[config.mk]
export PLATFORM = sky130hd
export DESIGN_NAME = decode_buffered_stage
export DESIGN_NICKNAME = d
export VERILOG_FILES = /design/src/rtl/decode_buffered_stage.sv
export SDC_FILE = /design/constraint.sdc
export NUM_CORES = 2
export LEC_CHECK = 0
export CAP_MARGIN = 25
export CORE_MARGIN = 2
export CORE_UTILIZATION = 50
export DETAILED_ROUTE_END_ITERATION = 16
export PLACE_DENSITY = 0.7
export SYNTH_ARGS = -nofsm -noshare
export SYNTH_HDL_FRONTEND = slang
export SYNTH_SLANG_ARGS = --single-unit
[constraint.sdc]
create_clock -name clk -period 4.4 [get_ports clk]
set_input_delay 0.88 -clock clk [delete_from_list [all_inputs] [get_ports clk]]
set_output_delay 0.88 -clock clk [all_outputs]
set_load 0.1 [all_outputs]
[src/rtl/decode_buffered_stage.sv]
`default_nettype none
// ============================================================================
// Module   : decode_buffered_stage
// Purpose  : Instruction queue + decode/RF-read/imm-gen into a valid/ready ID/EX register.
// Revision : 1.0
// ============================================================================
module decode_buffered_stage #(
  parameter int PC_W     = 32,
  parameter int INSTR_W  = 32,
  parameter int ADDR_W   = 5,
  parameter int DATA_W   = 32,
  parameter int ALU_OP_W = 3,
  parameter int IMM_W    = 32,
  parameter int DEPTH    = 4,
  parameter int CNT_W    = 16
) (
  input  logic                       clk,
  input  logic                       reset,
  input  logic                       fe_valid_i,
  output logic                       fe_ready_o,
  input  logic [INSTR_W-1:0]         instr_i,
  input  logic [PC_W-1:0]            pc_plus1_i,
  input  logic [ADDR_W-1:0]          rf_waddr_i,
  input  logic [DATA_W-1:0]          rf_wdata_i,
  input  logic                       rf_we_i,
  input  logic                       flush_i,
  input  logic                       exe_ready_i,
  output logic                       exe_valid_o,
  output logic                       has_imm_o,
  output logic [ALU_OP_W-1:0]        alu_op_o,
  output logic                       alu_alt_o,
  output logic                       rf_we_o,
  output logic                       mem_we_o,
  output logic                       mem2rf_o,
  output logic                       branch_o,
  output logic                       check_eq_o,
  output logic [IMM_W-1:0]           imm32_o,
  output logic [DATA_W-1:0]          rf_data0_o,
  output logic [DATA_W-1:0]          rf_data1_o,
  output logic [ADDR_W-1:0]          rf_waddr_o,
  output logic [ADDR_W-1:0]          rf_src0_o,
  output logic [ADDR_W-1:0]          rf_src1_o,
  output logic [PC_W-1:0]            pc_plus1_o,
  output logic [$clog2(DEPTH):0]     q_count_o,
  output logic [CNT_W-1:0]           stall_cnt_o
);

  localparam int PTR_W  = $clog2(DEPTH);
  localparam int QCNT_W = PTR_W + 1;
  localparam int NREG   = 1 << ADDR_W;

  localparam logic [6:0] OPC_OP     = 7'b0110011;
  localparam logic [6:0] OPC_OP_IMM = 7'b0010011;
  localparam logic [6:0] OPC_LOAD   = 7'b0000011;
  localparam logic [6:0] OPC_STORE  = 7'b0100011;
  localparam logic [6:0] OPC_BRANCH = 7'b1100011;

  typedef struct packed {
    logic                has_imm;
    logic [ALU_OP_W-1:0] alu_op;
    logic                alu_alt;
    logic                rf_we;
    logic                mem_we;
    logic                mem2rf;
    logic                branch;
    logic                check_eq;
    logic [IMM_W-1:0]    imm;
    logic [DATA_W-1:0]   data0;
    logic [DATA_W-1:0]   data1;
    logic [ADDR_W-1:0]   waddr;
    logic [ADDR_W-1:0]   src0;
    logic [ADDR_W-1:0]   src1;
    logic [PC_W-1:0]     pc;
  } bundle_t;

  // ---------------------------------------------------------------- state
  logic [INSTR_W-1:0] q_instr_q [DEPTH];
  logic [INSTR_W-1:0] q_instr_d [DEPTH];
  logic [PC_W-1:0]    q_pc_q    [DEPTH];
  logic [PC_W-1:0]    q_pc_d    [DEPTH];
  logic [DATA_W-1:0]  rf_q      [NREG];
  logic [DATA_W-1:0]  rf_d      [NREG];

  logic [PTR_W-1:0]   wr_ptr_q, wr_ptr_d;
  logic [PTR_W-1:0]   rd_ptr_q, rd_ptr_d;
  logic [QCNT_W-1:0]  count_q, count_d;
  logic               valid_q, valid_d;
  bundle_t            out_q, out_d;
  logic [CNT_W-1:0]   stall_cnt_q, stall_cnt_d;

  // ---------------------------------------------------------------- control
  logic               push, pop, issue, load_use, src1_used, not_empty;
  logic [INSTR_W-1:0] head_instr;
  logic [PC_W-1:0]    head_pc;
  logic [6:0]         opcode;
  logic [2:0]         funct3;
  logic [11:0]        imm12;
  bundle_t            dec;

  assign not_empty  = (count_q != '0);
  assign fe_ready_o = (count_q != QCNT_W'(DEPTH));
  assign push       = fe_valid_i & fe_ready_o & ~flush_i;
  assign head_instr = q_instr_q[rd_ptr_q];
  assign head_pc    = q_pc_q[rd_ptr_q];
  assign opcode     = head_instr[6:0];
  assign funct3     = head_instr[14:12];

  // Decode of the queue head, including register read with WB write-through.
  always_comb begin
    dec          = '0;
    dec.src0     = head_instr[15 +: ADDR_W];
    dec.src1     = head_instr[20 +: ADDR_W];
    dec.waddr    = head_instr[7 +: ADDR_W];
    dec.pc       = head_pc;
    case (opcode)
      OPC_OP: begin
        dec.alu_op  = ALU_OP_W'(funct3);
        dec.alu_alt = head_instr[30];
        dec.rf_we   = 1'b1;
      end
      OPC_OP_IMM: begin
        dec.has_imm = 1'b1;
        dec.alu_op  = ALU_OP_W'(funct3);
        dec.alu_alt = (funct3 == 3'b101) & head_instr[30];
        dec.rf_we   = 1'b1;
      end
      OPC_LOAD: begin
        dec.has_imm = 1'b1;
        dec.rf_we   = 1'b1;
        dec.mem2rf  = 1'b1;
      end
      OPC_STORE: begin
        dec.has_imm = 1'b1;
        dec.mem_we  = 1'b1;
      end
      OPC_BRANCH: begin
        dec.has_imm  = 1'b1;
        dec.alu_alt  = 1'b1;
        dec.branch   = 1'b1;
        dec.check_eq = (funct3 == 3'b000);
      end
      default: ;
    endcase

    if (dec.mem_we)
      imm12 = {head_instr[31:25], head_instr[11:7]};
    else if (dec.branch)
      imm12 = {head_instr[31], head_instr[31], head_instr[7], head_instr[30:25], head_instr[11:9]};
    else
      imm12 = head_instr[31:20];
    dec.imm = {{(IMM_W-12){imm12[11]}}, imm12};

    dec.data0 = (rf_we_i && rf_waddr_i == dec.src0 && dec.src0 != '0) ? rf_wdata_i : rf_q[dec.src0];
    dec.data1 = (rf_we_i && rf_waddr_i == dec.src1 && dec.src1 != '0) ? rf_wdata_i : rf_q[dec.src1];
  end

  assign src1_used = ~dec.has_imm | dec.mem_we | dec.branch;
  assign load_use  = valid_q & out_q.mem2rf & (out_q.waddr != '0) &
                     ((dec.src0 == out_q.waddr) | (src1_used & (dec.src1 == out_q.waddr)));
  assign issue     = not_empty & ~load_use & (~valid_q | exe_ready_i);
  assign pop       = issue & ~flush_i;

  // ---------------------------------------------------------------- next state
  always_comb begin
    for (int e = 0; e < DEPTH; e++) begin
      q_instr_d[e] = q_instr_q[e];
      q_pc_d[e]    = q_pc_q[e];
      if (push && wr_ptr_q == PTR_W'(e)) begin
        q_instr_d[e] = instr_i;
        q_pc_d[e]    = pc_plus1_i;
      end
    end
  end

  always_comb begin
    for (int r = 0; r < NREG; r++) begin
      rf_d[r] = rf_q[r];
      if (rf_we_i && r != 0 && rf_waddr_i == ADDR_W'(r))
        rf_d[r] = rf_wdata_i;
    end
  end

  always_comb begin
    wr_ptr_d = wr_ptr_q;
    rd_ptr_d = rd_ptr_q;
    count_d  = count_q;
    if (flush_i) begin
      wr_ptr_d = '0;
      rd_ptr_d = '0;
      count_d  = '0;
    end else begin
      if (push) wr_ptr_d = wr_ptr_q + 1'b1;
      if (pop)  rd_ptr_d = rd_ptr_q + 1'b1;
      count_d = count_q + QCNT_W'(push) - QCNT_W'(pop);
    end
  end

  // Fields are only reloaded on issue, so a stalled EXE sees a stable bundle.
  always_comb begin
    valid_d = valid_q;
    out_d   = out_q;
    if (flush_i) begin
      valid_d = 1'b0;
    end else if (issue) begin
      valid_d = 1'b1;
      out_d   = dec;
    end else if (exe_ready_i) begin
      valid_d = 1'b0;
    end
  end

  always_comb begin
    stall_cnt_d = stall_cnt_q;
    if (not_empty && load_use && stall_cnt_q != '1)
      stall_cnt_d = stall_cnt_q + 1'b1;
  end

  // ---------------------------------------------------------------- registers
  always_ff @(posedge clk) begin
    if (reset) begin
      for (int e = 0; e < DEPTH; e++) begin
        q_instr_q[e] <= '0;
        q_pc_q[e]    <= '0;
      end
      for (int r = 0; r < NREG; r++)
        rf_q[r] <= '0;
      wr_ptr_q    <= '0;
      rd_ptr_q    <= '0;
      count_q     <= '0;
      valid_q     <= 1'b0;
      out_q       <= '0;
      stall_cnt_q <= '0;
    end else begin
      for (int e = 0; e < DEPTH; e++) begin
        q_instr_q[e] <= q_instr_d[e];
        q_pc_q[e]    <= q_pc_d[e];
      end
      for (int r = 0; r < NREG; r++)
        rf_q[r] <= rf_d[r];
      wr_ptr_q    <= wr_ptr_d;
      rd_ptr_q    <= rd_ptr_d;
      count_q     <= count_d;
      valid_q     <= valid_d;
      out_q       <= out_d;
      stall_cnt_q <= stall_cnt_d;
    end
  end

  // ---------------------------------------------------------------- outputs
  assign exe_valid_o = valid_q;
  assign has_imm_o   = out_q.has_imm;
  assign alu_op_o    = out_q.alu_op;
  assign alu_alt_o   = out_q.alu_alt;
  assign rf_we_o     = out_q.rf_we;
  assign mem_we_o    = out_q.mem_we;
  assign mem2rf_o    = out_q.mem2rf;
  assign branch_o    = out_q.branch;
  assign check_eq_o  = out_q.check_eq;
  assign imm32_o     = out_q.imm;
  assign rf_data0_o  = out_q.data0;
  assign rf_data1_o  = out_q.data1;
  assign rf_waddr_o  = out_q.waddr;
  assign rf_src0_o   = out_q.src0;
  assign rf_src1_o   = out_q.src1;
  assign pc_plus1_o  = out_q.pc;
  assign q_count_o   = count_q;
  assign stall_cnt_o = stall_cnt_q;

endmodule
`default_nettype wire

==> metrics <==
Initial Util=50.5%; Relative slew margins=24.3%; count of final max-slew check failures=0; vias in the first global route=46,100; status=complete, no violations; clock buffer depth=3; final instance area=77,800 um^2; Setup violations, final=0; DR DRC count=0; Post-CTS Resized=0; initial antenna violation count=14; commonest cells after routing, fill and taps aside=1,248 x edfxtp_1, 696 x mux2i_1, 608 x nor2_1; endpoints failing hold=0; # fillers=10,300; final period utilization=90.4%; port bufs=280; setup TNS=0 ps; Reg clk slew, reported paths=60 ps; cell area after synthesis=67,500 um^2; PD cells=432 nW/um^2; Post-Syn Instances=5,015; VDD IR-drop max=368 uV; Finished Core Util=58.2%; Crit Path Category=reg2reg; worst-margin pin slew=1130 ps; element type at the critical path end=flip-flop; Die ar.=138,000 um^2; hold slack=456 ps; Routed wire per std cell=31.1 um; multi-input logic area=24,700 um^2; cell taking the most area after synthesis=edfxtp_1; Hold Path End=rf_src0_o[4]$_SDFFE_PP0P_; layout cells sized above 1=15.6%; Yosys reg bits=1,407; Post-Syn Nets=5,130; cells taking the most area after synthesis=edfxtp_1 56%, mux2i_1 10%, mux4_2 8.3%; CTS root buffer=clkbuf_16; Critical Path Slowest Stage Cell=mux4_4; Die W=371 um; Syn. warnings=0; placed cell count=6,790; Register-to-Register Path Depth=10; Worst Path Max Fanout=34; Post-synth ARST share=0%; Max-Cap Viols=0; total CTS buffers=149; Tot Pwr=33.6 mW; top cell type's share of synthesized area=55.6%; synth unique cells=62; Area growth, synth to finish=15.3%; Post-DP HPWL=133,000 um; HP Class=reg2reg; fin crit period=3980 ps; FP Rows=134; largest net degree at the start of global routing=209; Critical Path AT=4630 ps; Clock H-tree levels=4; DRT Pass-1 Iters=6; I/O pin total=281; final estimated routing congestion in global placement=0.916; Post-Route WL=220,000 um; dominant synthesized flop cell=edfxtp_1; Worst Setup Start Kind=flip-flop; CORE AREA=134,000 um^2; Via-to-Cell Ratio=6.63; post-CTS setup repair buffer count=0; Max Clock Skew=47.4 ps; total grt overflow=0; register area share after synthesis=60.3%; crit-path most repeated cell=buf_4; Synth Area per Inst=13.5 um^2; vias=46,900; setup slack after layout=422 ps; Hold Path Cell Cnt=2; R2R Path End=rf_data0_o[10]$_SDFFE_PP0P_; final non-filler cell total=7,076; number of flops mapped to enable cells by yosys=1,248; Layout Nets=5,292; Detail Route Antenna Nets=0; min-delay src=rf_src0_o[4]$_SDFFE_PP0P_; Place WS=426 ps; RSZ-0062 raised after global routing=false; DRT iter0 DRCs=6,701; Sink Count=1,407; most common cell after layout, fill and taps aside=edfxtp_1; Clock Latency Late Sink=820 ps; GRT Total Usage=31.5%; first-pass GRT wire length=314,000 um; Achievable Freq=251 MHz; CTS tree=yes; worst stage delay on the critical path=760 ps; Cell Chain, Critical Path=buf_4, mux4_4, buf_4, xnor2_1, nand2_1, nor3_4, buf_4, a2111oi_0, a211oi_1, nor3_1; R2R Setup Slk=420 ps; Worst EP required=5060 ps; sequential standard cell area=40,700 um^2; Leak Pwr=27.7 nW; die height=371 um; cts hold-fix bufs=0; placed cell areas=72,700 um^2
[routing by layer]
metal / vias up / global-route usage, % / routed length, um
li1: 19600 / - / -
met1: 23600 / 40.3 / 80100
met2: 3104 / 49.8 / 102000
met3: 626 / 8.20 / 25500
met4: 22 / 15.8 / 11700
met5: - / 0 / 132
[how the worst max path moves through the flow]
| stage | startpoint | slack [ps] | to | cells after the start |
|---|---|---|---|---|
| after floorplan | rf_waddr_i[1] | 3 | rf_q[22][0]$_DFFE_PP_ | 4 |
| after global placement | flip-flop | 430 | q_count_o[2]$_SDFF_PP0_ | 14 |
| after detailed placement | flip-flop | 430 | q_count_o[2]$_SDFF_PP0_ | 14 |
| after CTS | flip-flop | 410 | q_count_o[2]$_SDFF_PP0_ | 14 |
| after global routing | flip-flop | 170 | q_count_o[2]$_SDFF_PP0_ | 14 |
| final | flip-flop | 420 | rf_data0_o[10]$_SDFFE_PP0P_ | 10 |
[registers in the layout, summed over array words and instances (netlist names), 5 cells and up, named ones only]
name and flops:
rf_q 992, q_instr_q 128, q_pc_q 128, pc_plus1_o 32
rf_data0_o 32, rf_data1_o 32, stall_cnt_o 16, imm32_o 12
rf_src0_o 5, rf_src1_o 5, rf_waddr_o 5
[area by class of cell]
class / instances / share of cell area (%)
Clock inverter: 75 / 1.04
Sequential cell: 1407 / 52.3
Timing Repair Buffer: 486 / 6.48
Multi-Input combinational cell: 3086 / 31.8
Inverter: 47 / 0.240
Tap cell: 1768 / 2.84
Clock buffer: 204 / 5.31
Antenna cell: 3 / 0.00965
[Yosys cell counts (all sizes together), types with 3 or more instances]
| library cell | n |
|---|---|
| a2111oi | 31 |
| a211oi | 40 |
| a21oi | 142 |
| a221oi | 63 |
| a22oi | 127 |
| a31o | 3 |
| a31oi | 32 |
| and2 | 5 |
| and3 | 260 |
| buf | 198 |
| clkbuf | 277 |
| dfxtp | 159 |
| edfxtp | 1248 |
| ha | 7 |
| inv | 46 |
| mux2 | 69 |
| mux2i | 696 |
| mux4 | 248 |
| nand2 | 349 |
| nand2b | 6 |
| nand3 | 80 |
| nand4 | 8 |
| nand4b | 3 |
| nor2 | 611 |
| nor2b | 12 |
| nor3 | 40 |
| nor4 | 33 |
| o211ai | 9 |
| o21ai | 16 |
| o21bai | 30 |
| o221ai | 31 |
| o22ai | 64 |
| o31ai | 8 |
| or3 | 12 |
| or4 | 10 |
| xnor2 | 22 |
[critical path, delay by kind of cell (launching register included)]
kind	cells	cell delay (ps)
buffers and inverters	3	1100
and+or+nand+nor	3	850
muxes	1	760
DFF	1	430
AOI/OAI and AO/OA	2	400
xor gates and xnor gates	1	230
[cells by family (layout without fill, tap and decap cells)]
group / count (synthesis) / count (layout) / synth area share (%)
other: 0 / 3 / 0
XOR/XNOR: 24 / 24 / 0.312
buffers and inverters: 522 / 812 / 3.57
AND/OR/NAND/NOR: 1434 / 1434 / 9.59
multiplexers: 1013 / 1013 / 19.8
AO/OA/AOI/OAI: 607 / 607 / 6.33
adder cells (fa/ha/maj): 8 / 8 / 0.160
flip-flops: 1407 / 1407 / 60.3
[report_power, final]
group	internal [mW]	switching [mW]	total [mW]
combinational	1.81	3.33	5.14
clock	7.14	5.47	12.6
sequential	15.4	0.426	15.8
Power figures use the tool's default switching activity.
